File: config.mk
export PLATFORM = sky130hd
export DESIGN_NAME = param_bus_mux
export DESIGN_NICKNAME = d
export VERILOG_FILES = /design/src/rtl/param_bus_mux_pkg.sv /design/src/rtl/param_bus_mux_id_fifo.sv /design/src/rtl/param_bus_mux.sv
export SDC_FILE = /design/constraint.sdc
export NUM_CORES = 1
export LEC_CHECK = 0
export CAP_MARGIN = 15
export CORE_AREA = 2 2 198 200
export DETAILED_ROUTE_END_ITERATION = 8
export DIE_AREA = 0 0 200 202
export PLACE_DENSITY = 0.48
export SYNTH_ARGS = -nofsm -noshare
export SYNTH_HDL_FRONTEND = slang
export SYNTH_SLANG_ARGS = --single-unit
File: constraint.sdc
create_clock -name i_clk -period 2.69 [get_ports i_clk]
set_input_delay 0.538 -clock i_clk [delete_from_list [all_inputs] [get_ports i_clk]]
set_output_delay 0.538 -clock i_clk [all_outputs]
set_load 0.01 [all_outputs]
File: src/rtl/param_bus_mux_pkg.sv
// param_bus_mux_pkg: arbitration mode type and rotating-priority pick helper
package param_bus_mux_pkg;
  typedef enum logic {ARB_FIXED, ARB_ROUNDROBIN} arb_mode_e;
  localparam int MAX_SLAVES = 16;
  function automatic logic [3:0] rotate_pick(input logic [MAX_SLAVES-1:0] req, input logic [3:0] start, input int n);
    logic [3:0] pick;
    logic found;
    int idx;
    pick = '0;
    found = 1'b0;
    for (int i = 0; i < MAX_SLAVES; i++) begin
      idx = (int'(start) + i) % n;
      if (i < n && !found && req[4'(idx)]) begin
        pick = 4'(idx);
        found = 1'b1;
      end
    end
    return pick;
  endfunction
endpackage

File: src/rtl/param_bus_mux_id_fifo.sv
// param_bus_mux_id_fifo: in-order queue of granted slave indices awaiting responses
module param_bus_mux_id_fifo #(
  parameter int W = 2,
  parameter int DEPTH = 4
) (
  input  logic         clk,
  input  logic         rst_n,
  input  logic         push,
  input  logic         pop,
  input  logic [W-1:0] din,
  output logic [W-1:0] head,
  output logic         full,
  output logic         empty
);
  localparam int AW = $clog2(DEPTH);
  logic [W-1:0] mem [DEPTH];
  logic [AW:0] wp, rp;
  assign full = (wp[AW] != rp[AW]) && (wp[AW-1:0] == rp[AW-1:0]);
  assign empty = wp == rp;
  assign head = mem[rp[AW-1:0]];
  always_ff @(posedge clk or negedge rst_n)
    if (!rst_n) begin
      wp <= '0;
      rp <= '0;
    end else begin
      if (push && !full) wp <= wp + 1'b1;
      if (pop && !empty) rp <= rp + 1'b1;
    end
  always_ff @(posedge clk)
    if (push && !full) mem[wp[AW-1:0]] <= din;
endmodule

File: src/rtl/param_bus_mux.sv
// param_bus_mux: N-to-1 request arbiter with in-order response routing back to requesters
module param_bus_mux
  import param_bus_mux_pkg::*;
#(
  parameter int        N_SLAVES        = 4,
  parameter int        ADDR_W          = 32,
  parameter int        DATA_W          = 32,
  parameter arb_mode_e ARB_MODE        = ARB_ROUNDROBIN,
  parameter int        MAX_OUTSTANDING = 4
) (
  input  logic                       i_clk,
  input  logic                       i_rst_n,
  input  logic [N_SLAVES-1:0]        i_req_valid,
  output logic [N_SLAVES-1:0]        o_req_ready,
  input  logic [N_SLAVES-1:0]        i_req_write,
  input  logic [N_SLAVES*ADDR_W-1:0] i_req_addr,
  input  logic [N_SLAVES*DATA_W-1:0] i_req_wdata,
  output logic [N_SLAVES-1:0]        o_resp_valid,
  input  logic [N_SLAVES-1:0]        i_resp_ready,
  output logic [N_SLAVES*DATA_W-1:0] o_resp_rdata,
  output logic                       o_m_req_valid,
  input  logic                       i_m_req_ready,
  output logic                       o_m_req_write,
  output logic [ADDR_W-1:0]          o_m_req_addr,
  output logic [DATA_W-1:0]          o_m_req_wdata,
  input  logic                       i_m_resp_valid,
  output logic                       o_m_resp_ready,
  input  logic [DATA_W-1:0]          i_m_resp_rdata,
  output logic                       o_resp_error
);
  localparam int IW = $clog2(N_SLAVES);
  logic [IW-1:0] rr_ptr, lock_idx, grant, head;
  logic locked, full, empty, push, pop;
  // outputs are gated by i_rst_n so they drop the instant reset asserts
  assign grant = locked ? lock_idx :
                 IW'(rotate_pick(16'(i_req_valid), ARB_MODE == ARB_ROUNDROBIN ? 4'(rr_ptr) : 4'd0, N_SLAVES));
  assign o_m_req_valid = i_rst_n && |i_req_valid && !full;
  assign push = o_m_req_valid && i_m_req_ready;
  assign o_req_ready = {{(N_SLAVES-1){1'b0}}, push} << grant;
  assign o_m_req_write = i_req_write[grant];
  assign o_m_req_addr = i_req_addr[int'(grant)*ADDR_W +: ADDR_W];
  assign o_m_req_wdata = i_req_wdata[int'(grant)*DATA_W +: DATA_W];
  assign o_resp_valid = {{(N_SLAVES-1){1'b0}}, i_m_resp_valid && !empty} << head;
  assign o_resp_rdata = {N_SLAVES{i_m_resp_rdata}};
  assign o_m_resp_ready = empty ? i_m_resp_valid && i_rst_n : i_resp_ready[head];
  assign pop = i_m_resp_valid && !empty && i_resp_ready[head];
  param_bus_mux_id_fifo #(.W(IW), .DEPTH(MAX_OUTSTANDING)) u_fifo (
    .clk(i_clk),
    .rst_n(i_rst_n),
    .push(push),
    .pop(pop),
    .din(grant),
    .head(head),
    .full(full),
    .empty(empty)
  );
  always_ff @(posedge i_clk or negedge i_rst_n)
    if (!i_rst_n) begin
      locked <= 1'b0;
      lock_idx <= '0;
      rr_ptr <= '0;
      o_resp_error <= 1'b0;
    end else begin
      locked <= o_m_req_valid && !i_m_req_ready;
      if (o_m_req_valid) lock_idx <= grant;
      if (push && ARB_MODE == ARB_ROUNDROBIN) rr_ptr <= grant == IW'(N_SLAVES-1) ? '0 : grant + 1'b1;
      if (i_m_resp_valid && empty) o_resp_error <= 1'b1;
    end
endmodule

Word level (Yosys, flattened, before mapping)
Memories as Yosys holds them, arrays and structs flattened.
Index checks and enable logic that the tools add are counted.
{"block": "classes", "addsub": 6, "mul": 0, "div_mod_pow": 0, "n_lt_le_gt_ge": 6, "eq_ne": 4, "shifts": 4, "mux": 27, "bitwise": 3, "n_reduce_logical": 24}
{"op": "$shiftx A128 B8 Y32", "count": 2}
{"op": "$lt A3 B6 Y1 const B", "count": 3}
{"op": "$mux W1", "count": 15}
{"op": "$logic_and A1 B1 Y1", "count": 14}
{"op": "$mux W2", "count": 6}
{"op": "$bmux W1 S3", "count": 3}
{"op": "$shl A1 B2 Y4", "count": 2}
{"op": "$add A3 B1 Y3 const B", "count": 2}
{"op": "$bmux W1 S2", "count": 3}
{"op": "$logic_not A1 Y1", "count": 6}
{"op": "$lt A2 B3 Y1 const B", "count": 2}
{"op": "$reduce_or A2 Y1", "count": 3}
{"op": "$lt A2 B5 Y1 const B", "count": 1}
{"op": "$add A2 B1 Y2 const B", "count": 2}
{"op": "$add A2 B2 Y2 const B", "count": 2}
{"op": "$reduce_or A4 Y1", "count": 1}
{"op": "$and A1 B1 Y1 const A", "count": 3}
{"op": "$eq A3 B3 Y1", "count": 1}
{"op": "$eq A2 B2 Y1", "count": 1}
{"op": "$eq A2 B2 Y1 const B", "count": 1}
{"op": "$ne A1 B1 Y1", "count": 1}
{"block": "word_totals", "register_bits": 12, "latch_bits": 0, "mem_bits_rw": 8, "mem_bits_ro": 0, "in_bits": 304, "output_inout_bits": 204, "elab_cells": 81, "n_memories": 1}
{"memory": "u_fifo.mem", "depth": 4, "width": 2, "rd": 1, "rd_ports_with_merged_regs": 0, "write_ports": 1, "line": "param_bus_mux_id_fifo.sv:16", "rtl": "logic [W-1:0] mem [DEPTH];"}

Logic depth before layout (Yosys ltp)
{"block": "logic_depth", "word_depth": 17, "mapped_depth": 7, "ltp_nobuf": 5}

Cells and area by module
From an unflattened synthesis, not the netlist that was laid out.
{"block": "unflattened", "hier_cells": 454, "area_unflattened_um2": 4315.4}
{"mod": "param_bus_mux", "instances": 1, "cells_each": 394, "area_per_inst_um2": 3533.4, "seq_area_each_um2": 150.1}
{"mod": "param_bus_mux_id_fifo", "instances": 1, "cells_each": 60, "area_per_inst_um2": 782.0, "seq_area_each_um2": 390.4}

Least setup slack after synthesis
OpenSTA, ideal clock, no wires.
{"block": "synth_path", "path_kind": "input -> output", "start": "in i_req_valid[0]", "end": "out o_req_ready[2]", "t_arrival_ns": 1.738, "t_required_ns": 2.152, "setup_slack_ns": 0.414, "path_stages": 6, "n_path_buf": 2, "path_cell_list": "nand3_1 a31oi_1 o31ai_1 buf_2 buf_2 nor3b_1"}
{"block": "synth_between", "elab_chain_cells": 14, "elab_cells_between_ends": 30, "cone_classes": "1 x shift; 19 x mux; 10 x reduce/logical"}
{"element": "start: declaration", "line": "param_bus_mux.sv:13", "rtl": "input logic [N_SLAVES-1:0] i_req_valid,"}
{"element": "$bmux W1 S2", "line": "param_bus_mux_pkg.sv:13", "rtl": "if (i < n && !found && req[4'(idx)]) begin"}
{"element": "$mux W1 (implied by the code)", "line": "param_bus_mux_pkg.sv:13"}
{"element": "$mux W1", "line": "param_bus_mux_pkg.sv:13"}
{"element": "$logic_not A1 Y1", "line": "param_bus_mux_pkg.sv:13"}
{"element": "$logic_and A1 B1 Y1", "line": "param_bus_mux_pkg.sv:13"}
{"element": "$mux W1", "line": "param_bus_mux_pkg.sv:13"}
{"element": "$logic_not A1 Y1", "line": "param_bus_mux_pkg.sv:13"}
{"element": "$logic_and A1 B1 Y1", "line": "param_bus_mux_pkg.sv:13"}
{"element": "$mux W1", "line": "param_bus_mux_pkg.sv:13"}
{"element": "$logic_not A1 Y1", "line": "param_bus_mux_pkg.sv:13"}
{"element": "$logic_and A1 B1 Y1", "line": "param_bus_mux_pkg.sv:13"}
{"element": "$mux W2 *", "line": "param_bus_mux_pkg.sv:13"}
{"element": "$mux W2 *", "line": "param_bus_mux.sv:35", "rtl": "assign grant = locked ? lock_idx :"}
{"element": "via grant[1]", "line": "param_bus_mux.sv:32", "rtl": "logic [IW-1:0] rr_ptr, lock_idx, grant, head;"}
{"element": "$shl A1 B2 Y4 *", "line": "param_bus_mux.sv:39", "rtl": "assign o_req_ready = {{(N_SLAVES-1){1'b0}}, push} << grant;"}
{"element": "end: declaration", "line": "param_bus_mux.sv:14", "rtl": "output logic [N_SLAVES-1:0] o_req_ready,"}
Mark *: on every way through the listed nets, which the timed path passes. The rest lies on a longest branch. The select of a mux whose other input is x is not followed.

Worst setup path in the final report
{"block": "layout_path", "start": "reg rr_ptr[0]", "end": "out o_m_req_addr[23]"}
{"block": "layout_between", "elab_chain_cells": 16, "elab_cells_between_ends": 35, "cone_classes": "3 x add/sub; 1 x shift; 19 x mux; 3 x bitwise; 9 x reduce/logical"}
{"element": "start: declaration", "line": "param_bus_mux.sv:32"}
{"element": "start signal: assignment", "line": "param_bus_mux.sv:66", "rtl": "if (push && ARB_MODE == ARB_ROUNDROBIN) rr_ptr <= grant == IW'(N_SLAVES-1) ? '0 : grant + 1'b1;"}
{"element": "$add A2 B1 Y2", "line": "param_bus_mux_pkg.sv:12", "rtl": "idx = (int'(start) + i) % n;"}
{"element": "$reduce_or A2 Y1 (no line)"}
{"element": "$and A1 B1 Y1 (no line)"}
{"element": "$bmux W1 S3", "line": "param_bus_mux_pkg.sv:13"}
{"element": "$mux W1 (implied by the code) (2 in a row)", "line": "param_bus_mux_pkg.sv:13"}
{"element": "$logic_and A1 B1 Y1", "line": "param_bus_mux_pkg.sv:13"}
{"element": "$mux W1", "line": "param_bus_mux_pkg.sv:13"}
{"element": "$logic_not A1 Y1", "line": "param_bus_mux_pkg.sv:13"}
{"element": "$logic_and A1 B1 Y1", "line": "param_bus_mux_pkg.sv:13"}
{"element": "$mux W1", "line": "param_bus_mux_pkg.sv:13"}
{"element": "$logic_not A1 Y1", "line": "param_bus_mux_pkg.sv:13"}
{"element": "$logic_and A1 B1 Y1", "line": "param_bus_mux_pkg.sv:13"}
{"element": "$mux W2 *", "line": "param_bus_mux_pkg.sv:13"}
{"element": "$mux W2 *", "line": "param_bus_mux.sv:35"}
{"element": "$shiftx A128 B8 Y32 *", "line": "param_bus_mux.sv:41", "rtl": "assign o_m_req_addr = i_req_addr[int'(grant)*ADDR_W +: ADDR_W];"}
{"element": "end: declaration", "line": "param_bus_mux.sv:24", "rtl": "output logic [ADDR_W-1:0] o_m_req_addr,"}
Mark *: on every way between the ends. The rest lies on a longest branch, timed or not. The select of a mux whose other input is x is not followed.

==> run metrics <==
Worst Tran Pin Value=between 300 and 400 ps; failing checks=negative setup slack; Initial Util=10.8%; Startpoint Class=flop; TritonCTS Buffers=3; met3 global-route usage=3.62%; Antenna Cells=0; adder-cell share of the synthesized area=around 1.5%; WP data arrival=about 2200 ps; post-synthesis sequential area ratio=13.0%; CP endpoint kind=output pin; Sink Count=20; GR peak layer=met2; Setup violations, final=26; Worst Path Buf+Inv=6; routing usage on met2=16.7%; worst-path cell chain=nand2_2, a31oi_4, o31ai_4, buf_6, buf_12, buf_16, buf_12, mux2i_2, buf_4, mux2i_1, buf_2; row count=72; die extent in y=202 um; FFs w/ async S/R, synth=60.0%; Slowest cell on crit path=dfrtp_2; Area growth syn-to-layout=110%; Net Count, Synth=750; outcome=finished, violations left; Routed Antenna Nets=0; Most used DFF post-synth=dfrtp_1; TritonCTS clock tree=built; Total GRT Usage=under 10%; Netlist cell types=35; x dimension of the die=around 200 um; CTS root buf=clkbuf_16; grt ovf=0; Hold Vio Cnt, Final=0; Avg WL per Cell=15.9 um; setup ws final=-74.2 ps; most frequent CP cell=buf_12; Layout Nets=roughly 1100; Post-Synth XOR/XNOR Area=1.69%; routed via count=4284; die area=40400 um^2; WS Path Type=reg2out; VDD IR max=0.441 mV; first-pass GRT wire length=29.1 mm; Worst-Skew Late Latency=250 ps; CP max FO=5; post-synthesis cell area=4150 um^2; Syn. warnings=0; leakage=3.64 nW; post-synthesis mux area share=49.8%; DR pass1 iterations=4; final WL=20.3 mm; number of H-tree levels=1; Post-Synthesis Cells=441; flops & latches, synth=20; Detailed Route Iter0 Violations=71; RSZ-0062 raised after global routing=yes; Compound-Gate Fraction of Synth Area=2.14%; Slowest Stage Delay on Critical Path=430 ps; # IOs=508; Slew Limit Fails=0; Vias/cell=3.36; vias in the first global route=4696; clock-pin slew on the worst setup and hold paths=50 ps; cts hold-fix bufs=0; # port buffers=approximately 350; Fmax=0.362 GHz; layout cell share with drive strength beyond 1=31.9%; MaxCap Viol Count=0; Max-slew headroom=77.3%; worst min path class=reg2reg; Post-synth EDFFs=8; Total Power=0.00746 W; GP Congestion=0.804; Worst path top cell family by delay=buffers and inverters; Layout Skew=approximately 2.3 ps; final core occ=22.8%; core area=38300 um^2; combinational family with the most area after synthesis=multiplexers; Final Critical Period=around 2800 ps; Final period util=103%; M1 GR Usage=11.5%; HPWL after DPL=16.2 mm; Max Root-Sink Buffers=2; Mean Syn Cell Area=9.42 um^2; Synth Area in Simple Gates=4.52%; Filler cells=between 4000 and 5000; largest net degree at the start of global routing=14; Power Dens Cells=roughly 860 nW/um^2; worst path required time=2150 ps; initial antenna violation count=0; post-route DRC violation count=0
## state kept, by name, summed over array words and instances (netlist names)
name and cells:
lock_idx 2, locked 1, o_resp_error 1, rr_ptr 2, u_fifo.mem 8, u_fifo.rp 3, u_fifo.wp 3
## area by class of cell
class	instances	area (um^2)	area share, %
tap	518	648	7.43
inverter	4	15.0	0.172
clock buffer	4	78.8	0.904
timing repair buffer	463	4640	53.3
sequential	20	543	6.23
multi-input combinational	265	2790	32.0
## power breakdown
part           switching, W  leakage, nW  internal, W  total, W
Sequential         0.000103        0.214     0.000443  0.000547
Clock              0.000108       0.0382     0.000202  0.000309
Combinational       0.00272         3.38      0.00389   0.00661
## what timing repair did
action                                  in CTS  in global routing
gates resized for setup                    405                 44
cloned                                       8                  0
endpoints found under the setup margin      73                 71
pin swaps                                    6                  4
buffers inserted                            43                 16
hold endpoints to repair                     0                  0
## layer usage
layer  share of wire [%]  vias to the layer above  wire length, um
met5                   0                        -                0
met4                 1.3                        0              260
met2                  49                      271             9860
li1                    -                     2068                -
met3                 9.9                       14             2010
met1                  40                     1931             8160
## logic make-up after synthesis
kind of cell / count (synthesis)
adder cells (fa/ha/maj): 5
AO/OA/AOI/OAI: 13
flip-flops: 20
XOR/XNOR: 8
AND/OR/NAND/NOR: 36
multiplexers: 203
buffers and inverters: 156
## cells in the final DEF, fill, tap and decap left out, types with 3 or more instances in the layout
cell	n
and3_1	5
buf_12	21
buf_16	6
buf_2	59
buf_4	51
buf_6	37
buf_8	10
clkbuf_16	3
clkdlybuf4s50_1	270
dfrtp_1	10
dlygate4sd2_1	3
edfxtp_1	8
ha_1	5
inv_1	4
mux2i_1	170
mux2i_2	14
mux2i_4	14
nand2_1	11
nor2_1	3
o21ai_0	4
xnor2_1	6
## cells in the mapped netlist (all sizes together) (3+ instances only)
library cell	n	area, um^2
and3	6	38.8
buf	152	1120
dfrtp	12	300
edfxtp	8	240
ha	5	62.6
inv	4	15.0
mux2	3	37.5
mux2i	198	1990
nand2	13	51.3
nand2b	4	25.0
nor2	3	11.3
o21ai	4	20.0
xnor2	6	52.6
## per-stage QoR
step | setup TNS (ps) | area, um^2 | instances | hold WS, ps | setup slack (ps)
after global routing | -7720 | 8720 | 1274 | 518 | -191
after CTS | -4100 | 8590 | 1268 | 496 | -195
after detailed placement | -56830 | 7680 | 1214 | 473 | -982
after floorplan | 0 | 4150 | 441 | 242 | 414
after global placement | -56570 | 7680 | 1214 | 472 | -999
final | -612 | 8720 | 1274 | 488 | -74.2
## worst register-to-register path, cell delays in order (launching register included)
cell,delay (ps)
dfrtp_2,430
nand2b_4,170
buf_6,120
a21oi_2,120
o41ai_2,70
buf_4,170
buf_12,150
buf_12,140
buf_4,140
buf_4,150
mux2_2,260
## path summary, 6_finish.rpt
check                              from               end  slack, ps  depth (start not counted)
hold reg to reg            o_resp_error      o_resp_error        490                          1
min in group asynchronous       i_rst_n         rr_ptr[0]        690                          2
max in group asynchronous       i_rst_n      u_fifo.rp[0]       1820                          2
hold / removal             o_resp_error      o_resp_error        490                          1
setup reg to reg              rr_ptr[0]       lock_idx[0]        660                         10
setup / recovery              rr_ptr[0]  o_m_req_addr[23]        -70                         11
(Power assumes the default switching activity.)
